[config.mk]
export PLATFORM = sky130hd
export DESIGN_NAME = masked_arith_seq
export DESIGN_NICKNAME = d
export VERILOG_FILES = /design/src/rtl/masked_seq_pkg.sv /design/src/rtl/masked_seq_remask.sv /design/src/rtl/masked_arith_seq.sv
export SDC_FILE = /design/constraint.sdc
export NUM_CORES = 1
export LEC_CHECK = 0
export ABC_CLOCK_PERIOD_IN_PS = 2100
export BUFFER_PORTS_ARGS = -buffer_cell sky130_fd_sc_hd__clkbuf_2
export CAP_MARGIN = 20
export CORE_MARGIN = 2
export CORE_UTILIZATION = 45
export CTS_BUF_LIST = sky130_fd_sc_hd__clkbuf_2
export CTS_CLUSTER_SIZE = 14
export DETAILED_ROUTE_END_ITERATION = 8
export HOLD_SLACK_MARGIN = 0.12
export PLACE_DENSITY_LB_ADDON = 0.08
export SLEW_MARGIN = 5
export SYNTH_ARGS = -nofsm -noshare
export SYNTH_HDL_FRONTEND = slang
export SYNTH_SLANG_ARGS = --single-unit
[constraint.sdc]
create_clock -name clock -period 2.1 [get_ports clock]
set_input_delay 0.105 -clock clock [delete_from_list [all_inputs] [get_ports clock]]
set_output_delay 0.105 -clock clock [all_outputs]
set_load 0.02 [all_outputs]
[src/rtl/masked_seq_pkg.sv]
// Shared types and default sizing for the masked_arith sequencer.
package masked_seq_pkg;

   localparam int RADIX_DEF   = 13;
   localparam int TIMEOUT_DEF = 4096;
   localparam int TW_DEF      = 16;

   typedef enum logic [2:0] {
      S_IDLE,
      S_REMASK,
      S_LAUNCH,
      S_WAIT,
      S_RESULT
   } seq_state_t;

endpackage

[src/rtl/masked_seq_remask.sv]
// Additive share re-masking mod 2^RADIX; MASKED_SEQ_REMASK_EN selects remask vs. pass-through.
module masked_seq_remask
   import masked_seq_pkg::*;
#(
   parameter int RADIX = RADIX_DEF
) (
   input  logic [RADIX-1:0]   p1,
   input  logic [RADIX-1:0]   p2,
   input  logic [RADIX-1:0]   h1,
   input  logic [RADIX-1:0]   h2,
   input  logic [2*RADIX-1:0] rnd,
   output logic [RADIX-1:0]   q_p1,
   output logic [RADIX-1:0]   q_p2,
   output logic [RADIX-1:0]   q_h1,
   output logic [RADIX-1:0]   q_h2
);

`ifdef MASKED_SEQ_REMASK_EN
   logic [RADIX-1:0] r_p;
   logic [RADIX-1:0] r_h;

   assign r_p = rnd[RADIX-1:0];
   assign r_h = rnd[2*RADIX-1:RADIX];

   // Same mask added to one share and subtracted from the other keeps the sum invariant.
   assign q_p1 = p1 + r_p;
   assign q_p2 = p2 - r_p;
   assign q_h1 = h1 + r_h;
   assign q_h2 = h2 - r_h;
`else
   logic unused_rnd;

   assign unused_rnd = ^rnd;
   assign q_p1 = p1;
   assign q_p2 = p2;
   assign q_h1 = h1;
   assign q_h2 = h2;
`endif

endmodule

[src/rtl/masked_arith_seq.sv]
// Command sequencer around the masked_arith datapath: remask, launch, timed wait, result handshake.
// Build option MASKED_SEQ_REMASK_EN enables PRNG re-masking of the arithmetic shares.
module masked_arith_seq
   import masked_seq_pkg::*;
#(
   parameter int RADIX   = RADIX_DEF,
   parameter int TIMEOUT = TIMEOUT_DEF,
   parameter int TW      = TW_DEF
) (
   input  logic               clock,
   input  logic               rst_n,
   input  logic               cmd_valid,
   output logic               cmd_ready,
   input  logic [RADIX-1:0]   cmd_p1,
   input  logic [RADIX-1:0]   cmd_p2,
   input  logic [RADIX-1:0]   cmd_h1,
   input  logic [RADIX-1:0]   cmd_h2,
   input  logic [RADIX-1:0]   cmd_r,
   input  logic [RADIX-1:0]   cmd_kinv,
   input  logic [2*RADIX-1:0] rnd,
   output logic               rnd_req,
   output logic [RADIX-1:0]   ma_p1,
   output logic [RADIX-1:0]   ma_p2,
   output logic [RADIX-1:0]   ma_h1,
   output logic [RADIX-1:0]   ma_h2,
   output logic [RADIX-1:0]   ma_r,
   output logic [RADIX-1:0]   ma_kinv,
   output logic               ma_start,
   input  logic               ma_done,
   input  logic [RADIX-1:0]   ma_s1,
   input  logic [RADIX-1:0]   ma_s2,
   output logic               res_valid,
   input  logic               res_ready,
   output logic [RADIX-1:0]   res_s1,
   output logic [RADIX-1:0]   res_s2,
   output logic               res_err,
   output logic               busy,
   output logic               trig
);

   seq_state_t state, state_nxt;

   logic [RADIX-1:0] lat_p1, lat_p2, lat_h1, lat_h2, lat_r, lat_kinv;
   logic [RADIX-1:0] rm_p1, rm_p2, rm_h1, rm_h2;
   logic [TW-1:0]    tmo_cnt;
   logic             tmo_hit;

   assign tmo_hit = (tmo_cnt == TW'(TIMEOUT - 1));

   masked_seq_remask #(.RADIX(RADIX)) u_remask (
      .p1   (lat_p1),
      .p2   (lat_p2),
      .h1   (lat_h1),
      .h2   (lat_h2),
      .rnd  (rnd),
      .q_p1 (rm_p1),
      .q_p2 (rm_p2),
      .q_h1 (rm_h1),
      .q_h2 (rm_h2)
   );

   always_ff @(posedge clock or negedge rst_n) begin
      if (!rst_n) state <= S_IDLE;
      else        state <= state_nxt;
   end

   always_comb begin
      state_nxt = state;
      cmd_ready = 1'b0;
      rnd_req   = 1'b0;
      ma_start  = 1'b0;
      res_valid = 1'b0;
      busy      = (state != S_IDLE);
      case (state)
         S_IDLE: begin
            cmd_ready = 1'b1;
            if (cmd_valid) state_nxt = S_REMASK;
         end
         S_REMASK: begin
`ifdef MASKED_SEQ_REMASK_EN
            rnd_req = 1'b1;
`endif
            state_nxt = S_LAUNCH;
         end
         S_LAUNCH: begin
            ma_start  = 1'b1;
            state_nxt = S_WAIT;
         end
         S_WAIT: begin
            // done is checked first so a late done on the last cycle still succeeds
            if (ma_done || tmo_hit) state_nxt = S_RESULT;
         end
         S_RESULT: begin
            res_valid = 1'b1;
            if (res_ready) state_nxt = S_IDLE;
         end
         default: state_nxt = S_IDLE;
      endcase
   end

   always_ff @(posedge clock or negedge rst_n) begin
      if (!rst_n) begin
         lat_p1   <= '0;
         lat_p2   <= '0;
         lat_h1   <= '0;
         lat_h2   <= '0;
         lat_r    <= '0;
         lat_kinv <= '0;
      end else if (state == S_IDLE && cmd_valid) begin
         lat_p1   <= cmd_p1;
         lat_p2   <= cmd_p2;
         lat_h1   <= cmd_h1;
         lat_h2   <= cmd_h2;
         lat_r    <= cmd_r;
         lat_kinv <= cmd_kinv;
      end
   end

   // Datapath operands change only here, so they stay put for the whole execution window.
   always_ff @(posedge clock or negedge rst_n) begin
      if (!rst_n) begin
         ma_p1   <= '0;
         ma_p2   <= '0;
         ma_h1   <= '0;
         ma_h2   <= '0;
         ma_r    <= '0;
         ma_kinv <= '0;
      end else if (state == S_REMASK) begin
         ma_p1   <= rm_p1;
         ma_p2   <= rm_p2;
         ma_h1   <= rm_h1;
         ma_h2   <= rm_h2;
         ma_r    <= lat_r;
         ma_kinv <= lat_kinv;
      end
   end

   always_ff @(posedge clock or negedge rst_n) begin
      if (!rst_n) begin
         tmo_cnt <= '0;
      end else if (state == S_LAUNCH) begin
         tmo_cnt <= '0;
      end else if (state == S_WAIT) begin
         tmo_cnt <= tmo_cnt + 1'b1;
      end
   end

   always_ff @(posedge clock or negedge rst_n) begin
      if (!rst_n) begin
         res_s1  <= '0;
         res_s2  <= '0;
         res_err <= 1'b0;
      end else if (state == S_WAIT) begin
         if (ma_done) begin
            res_s1  <= ma_s1;
            res_s2  <= ma_s2;
            res_err <= 1'b0;
         end else if (tmo_hit) begin
            res_s1  <= '0;
            res_s2  <= '0;
            res_err <= 1'b1;
         end
      end
   end

   // Registered so the scope sees a clean edge aligned with ma_start and the RESULT entry.
   always_ff @(posedge clock or negedge rst_n) begin
      if (!rst_n) trig <= 1'b0;
      else        trig <= (state_nxt == S_LAUNCH) || (state_nxt == S_WAIT);
   end

endmodule

==> out/metrics.csv, run 1 <==
metric;value;unit
htreeDepth;2;
synth-seq-cells;203;
ys_types;40;
start_util;45.8;%
error;[ERROR RSZ-0060] Max buffer count reached.;
synth_warnings;0;
stop_stage;clock tree synthesis (4_1_cts);
root_buffer;clkbuf_2;
post_cts_resize_count;1;
place_ws;290;ps
ctsHoldBuffers;206;
dp_hpwl;11.6;mm
clock-sinks;203;
cts_buffers;51;
netlist_instances;512;
post_cts_buffers;0;
syn_area_per_cell;15.4;um^2
place.gp.congestion;0.764;
status;stopped before the end;
portBuffers;218;
cts_buffer_depth;3;
die_width;136;um
dpl_cell_area;0.00924;mm^2
synth_edf_count;0;
synth_area;0.00788;mm^2
synthesis.nets;648;
ios;246;
die_h;136;um
synthFlopType;dfrtp_1;
async_flop_share;100;%
row_count;48;
ys_seq_area_share;64.5;%
[cell families after synthesis]
logic type | synth area share [%]
xor gates and xnor gates | 0.111
buffers and inverters | 2.94
other | 0.0476
AOI/OAI and AO/OA | 5.89
DFF | 64.5
adders and majority gates | 0.159
and+or+nand+nor | 3.61
muxes | 22.7
[per-stage QoR]
step	instances	hold WS, ps	util [%]
2_1_floorplan	512	-191	-
3_3_place_gp	940	146	53.8
3_5_place_dp	940	156	53.8
[cell usage after synthesis, types with 2 or more instances]
| cell | number | area share, % |
|---|---|---|
| a21oi_1 | 6 | 0.38 |
| a22o_1 | 26 | 2.9 |
| a31oi_1 | 6 | 0.48 |
| a41oi_1 | 2 | 0.22 |
| and3_1 | 3 | 0.24 |
| and4_1 | 4 | 0.44 |
| buf_2 | 11 | 0.70 |
| buf_4 | 12 | 1.1 |
| buf_6 | 5 | 0.71 |
| clkbuf_1 | 3 | 0.14 |
| dfrtp_1 | 203 | 65 |
| inv_1 | 4 | 0.19 |
| mux2_1 | 4 | 0.57 |
| mux2_2 | 143 | 20 |
| mux2_4 | 9 | 1.7 |
| nand2_1 | 12 | 0.57 |
| nand2b_1 | 2 | 0.16 |
| nand3_1 | 7 | 0.44 |
| nand4_1 | 3 | 0.24 |
| nor2_1 | 6 | 0.29 |
| nor2b_1 | 2 | 0.16 |
| nor3_1 | 2 | 0.13 |
| nor3_2 | 2 | 0.25 |
| nor3b_1 | 2 | 0.19 |
| o21ai_0 | 14 | 0.89 |
| o22ai_1 | 2 | 0.16 |
| o31ai_1 | 4 | 0.38 |
==> run 2, diff against run 1 <==
--- a/config.mk
+++ b/config.mk
@@ -9,12 +9,9 @@
 export BUFFER_PORTS_ARGS = -buffer_cell sky130_fd_sc_hd__clkbuf_2
 export CAP_MARGIN = 20
 export CORE_MARGIN = 2
-export CORE_UTILIZATION = 45
-export CTS_BUF_LIST = sky130_fd_sc_hd__clkbuf_2
-export CTS_CLUSTER_SIZE = 14
+export CORE_UTILIZATION = 30
 export DETAILED_ROUTE_END_ITERATION = 8
-export HOLD_SLACK_MARGIN = 0.12
-export PLACE_DENSITY_LB_ADDON = 0.08
+export PLACE_DENSITY_LB_ADDON = 0.15
 export SLEW_MARGIN = 5
 export SYNTH_ARGS = -nofsm -noshare
 export SYNTH_HDL_FRONTEND = slang
==> run 2 against run 1 <==
  * The flow now finishes without violations
  * Synthesized cell count stayed put
  * Area after synthesis is the same
==> out/metrics.csv, run 2 <==
metric;value;unit
first_global_vias;6116;
critPathBufInv;2;
clock-sinks;203;
dr_total_vias;5527;
place.gp.congestion;0.765;
finalHoldViolCount;0;
area_delta_synth_final;43.4;%
syn_area_per_cell;15.4;um^2
crit_cells;3;
p_leak;0.00528;uW
crit_type;reg2out;
critPathArrivalTime;1710;ps
cts_tree;built;
finish.utilization;43.6;%
ys_types;40;
largest_register;tmo_cnt;
worst_setup_path_start_kind;flop;
vias_per_cell;4.60;
holdCritPathClass;in2async;
cp-end-kind;output port;
ant_nets;0;
root_buffer;clkbuf_16;
netlist_instances;512;
clock_skew;14.1;ps
htreeDepth;1;
synth_area_leaders;dfrtp_1 65%, mux2_2 20%, a22o_1 2.9%, mux2_4 1.7%, buf_4 1.1%;
irDropWorstVdd;775;uV
min_period_over_period;86.6;%
largest_register_ffs;16;
use_met3;3.55;%
grt.total_usage;13.6;%
clkSlewWorstSetupHoldPaths;60;ps
cellPowerDensity;1550;mW/mm^2
route.detailed.drc;0;
gr-total-overflow;0;
worstPathCellList;buf_4 > nor3b_2 > clkbuf_2;
post-route-min-period;1820;ps
regArea;0.00508;mm^2
synthTopCellsByCount;203 x dfrtp_1, 143 x mux2_2, 26 x a22o_1, 14 x o21ai_0;
grt_pass1_wl;31.0;mm
status;complete, no violations;
reg2reg_depth;4;
die_h;166;um
ios;246;
synth_warnings;0;
clk_latency;510;ps
finalNetCount;987;
die_width;166;um
slew_headroom;58.2;%
yosysMostFrequentCell;dfrtp_1;
antenna_found_initial;0;
yosysTopAreaCellShare;64.5;%
synthesis.nets;648;
wl;18.7;mm
cts_buffer_depth;3;
cts_buffers;23;
drt_first_pass_iters;4;
post_cts_buffers;0;
synth-seq-cells;203;
n_antenna_cell;0;
grt_start_max_net_pins;74;
top_usage_layer;met2;
drv_slew;0;
use_met1;17.7;%
timing.fmax;0.550;GHz
worst_pin_slew;626;ps
synth_area;0.00788;mm^2
fin_area;0.0113;mm^2
synthFlopType;dfrtp_1;
final_common_cell;clkbuf_2;
whs;184;ps
drv_cap;0;
fin_tns_setup;0;ps
async_flop_share;100;%
max_stage_delay;460;ps
crit_required;2000;ps
multi_input_area;0.00258;mm^2
dp_hpwl;12.6;mm
cp_top_family;flip-flops;
core_area;0.0259;mm^2
start_util;30.4;%
wl_per_cell;15.6;um
final_cell_mix;217 x clkbuf_2, 203 x dfrtp_1, 143 x mux2_2;
fill_cells;2353;
synth_edf_count;0;
drive_gt1_share;50.5;%
use_met2;22.3;%
ys_seq_area_share;64.5;%
drt_iter0_markers;200;
rsz0062_at_grt;no;
row_count;59;
setup_viol_count_final;0;
portBuffers;218;
crit_fanout;7;
yosysTopAreaCell;dfrtp_1;
dpl_cell_area;0.00942;mm^2
die_area;0.0276;mm^2
cpMaxStageDelayCell;dfrtp_1;
power;17500;uW
[run 2: cell counts after synthesis]
Identical to the previous run, type by type.
[run 2: final timing paths]
| path | from | end | slack (ps) |
|---|---|---|---|
| setup / recovery | state[0]$_DFF_PN0_ | ma_start | 280 |
| hold / removal | rst_n | ma_p1[7]$_DFFE_PN0N_ | 180 |
| setup reg to reg | state[0]$_DFF_PN0_ | lat_p2[12]$_DFFE_PN0P_ | 290 |
| hold reg to reg | tmo_cnt[11]$_DFFE_PN0P_ | tmo_cnt[11]$_DFFE_PN0P_ | 490 |
| max in group asynchronous | rst_n | lat_p1[11]$_DFFE_PN0P_ | 1160 |
| min in group clock | cmd_valid | state[0]$_DFF_PN0_ | 190 |
[run 2: power breakdown]
group	total, uW	switching (uW)	internal (uW)
clock	4200	1570	2630
combinational	6600	3400	3200
sequential	6720	945	5780
total	17500	5910	11600
[run 2: repair_timing]
item                                    CTS  global route
resized for setup                         0             1
hold endpoints to repair                173             0
hold buffers                            107             0
endpoints found under the setup margin    0             1
[run 2: kinds of logic (layout without fill, tap and decap cells)]
| family | after synthesis | count (layout) | share of synthesized area [%] |
|---|---|---|---|
| flip-flops | 203 | 203 | 64.5 |
| multiplexers | 156 | 156 | 22.7 |
| AO/OA/AOI/OAI | 64 | 64 | 5.89 |
| AND/OR/NAND/NOR | 50 | 50 | 3.61 |
| buffers and inverters | 36 | 390 | 2.94 |
| adder cells (fa/ha/maj) | 1 | 1 | 0.159 |
| other | 1 | 1 | 0.0476 |
| XOR/XNOR | 1 | 1 | 0.111 |
[run 2: metal layers]
metal	part of all wire [%]	routed length [um]
met1	45	8330
met5	0	0
met3	7.1	1330
met2	46	8650
met4	2.1	397
[run 2: through the flow]
| step | cells | setup slack (ps) |
|---|---|---|
| after floorplan | 512 | 238 |
| after global placement | 1054 | 303 |
| after detailed placement | 1054 | 256 |
| after CTS | 1201 | 33.2 |
| after global routing | 1201 | 166 |
| final | 1201 | 281 |
[run 2: area by class of cell]
cell class,count,share of cell area [%]
inverters,5,0.166
clock inverters,11,1.43
repair buffers,345,21.2
well taps,335,3.71
multi-input cells,273,22.8
clock buffers,29,5.65
flip-flops and latches,203,45.0
[run 2: worst reg2reg max path, cell delays in order, from the launching register on]
cell and delay (ps):
dfrtp_1 460, nor3_2 330, and2_4 240, buf_12 230, mux2_2 440
(Power assumes the default switching activity.)
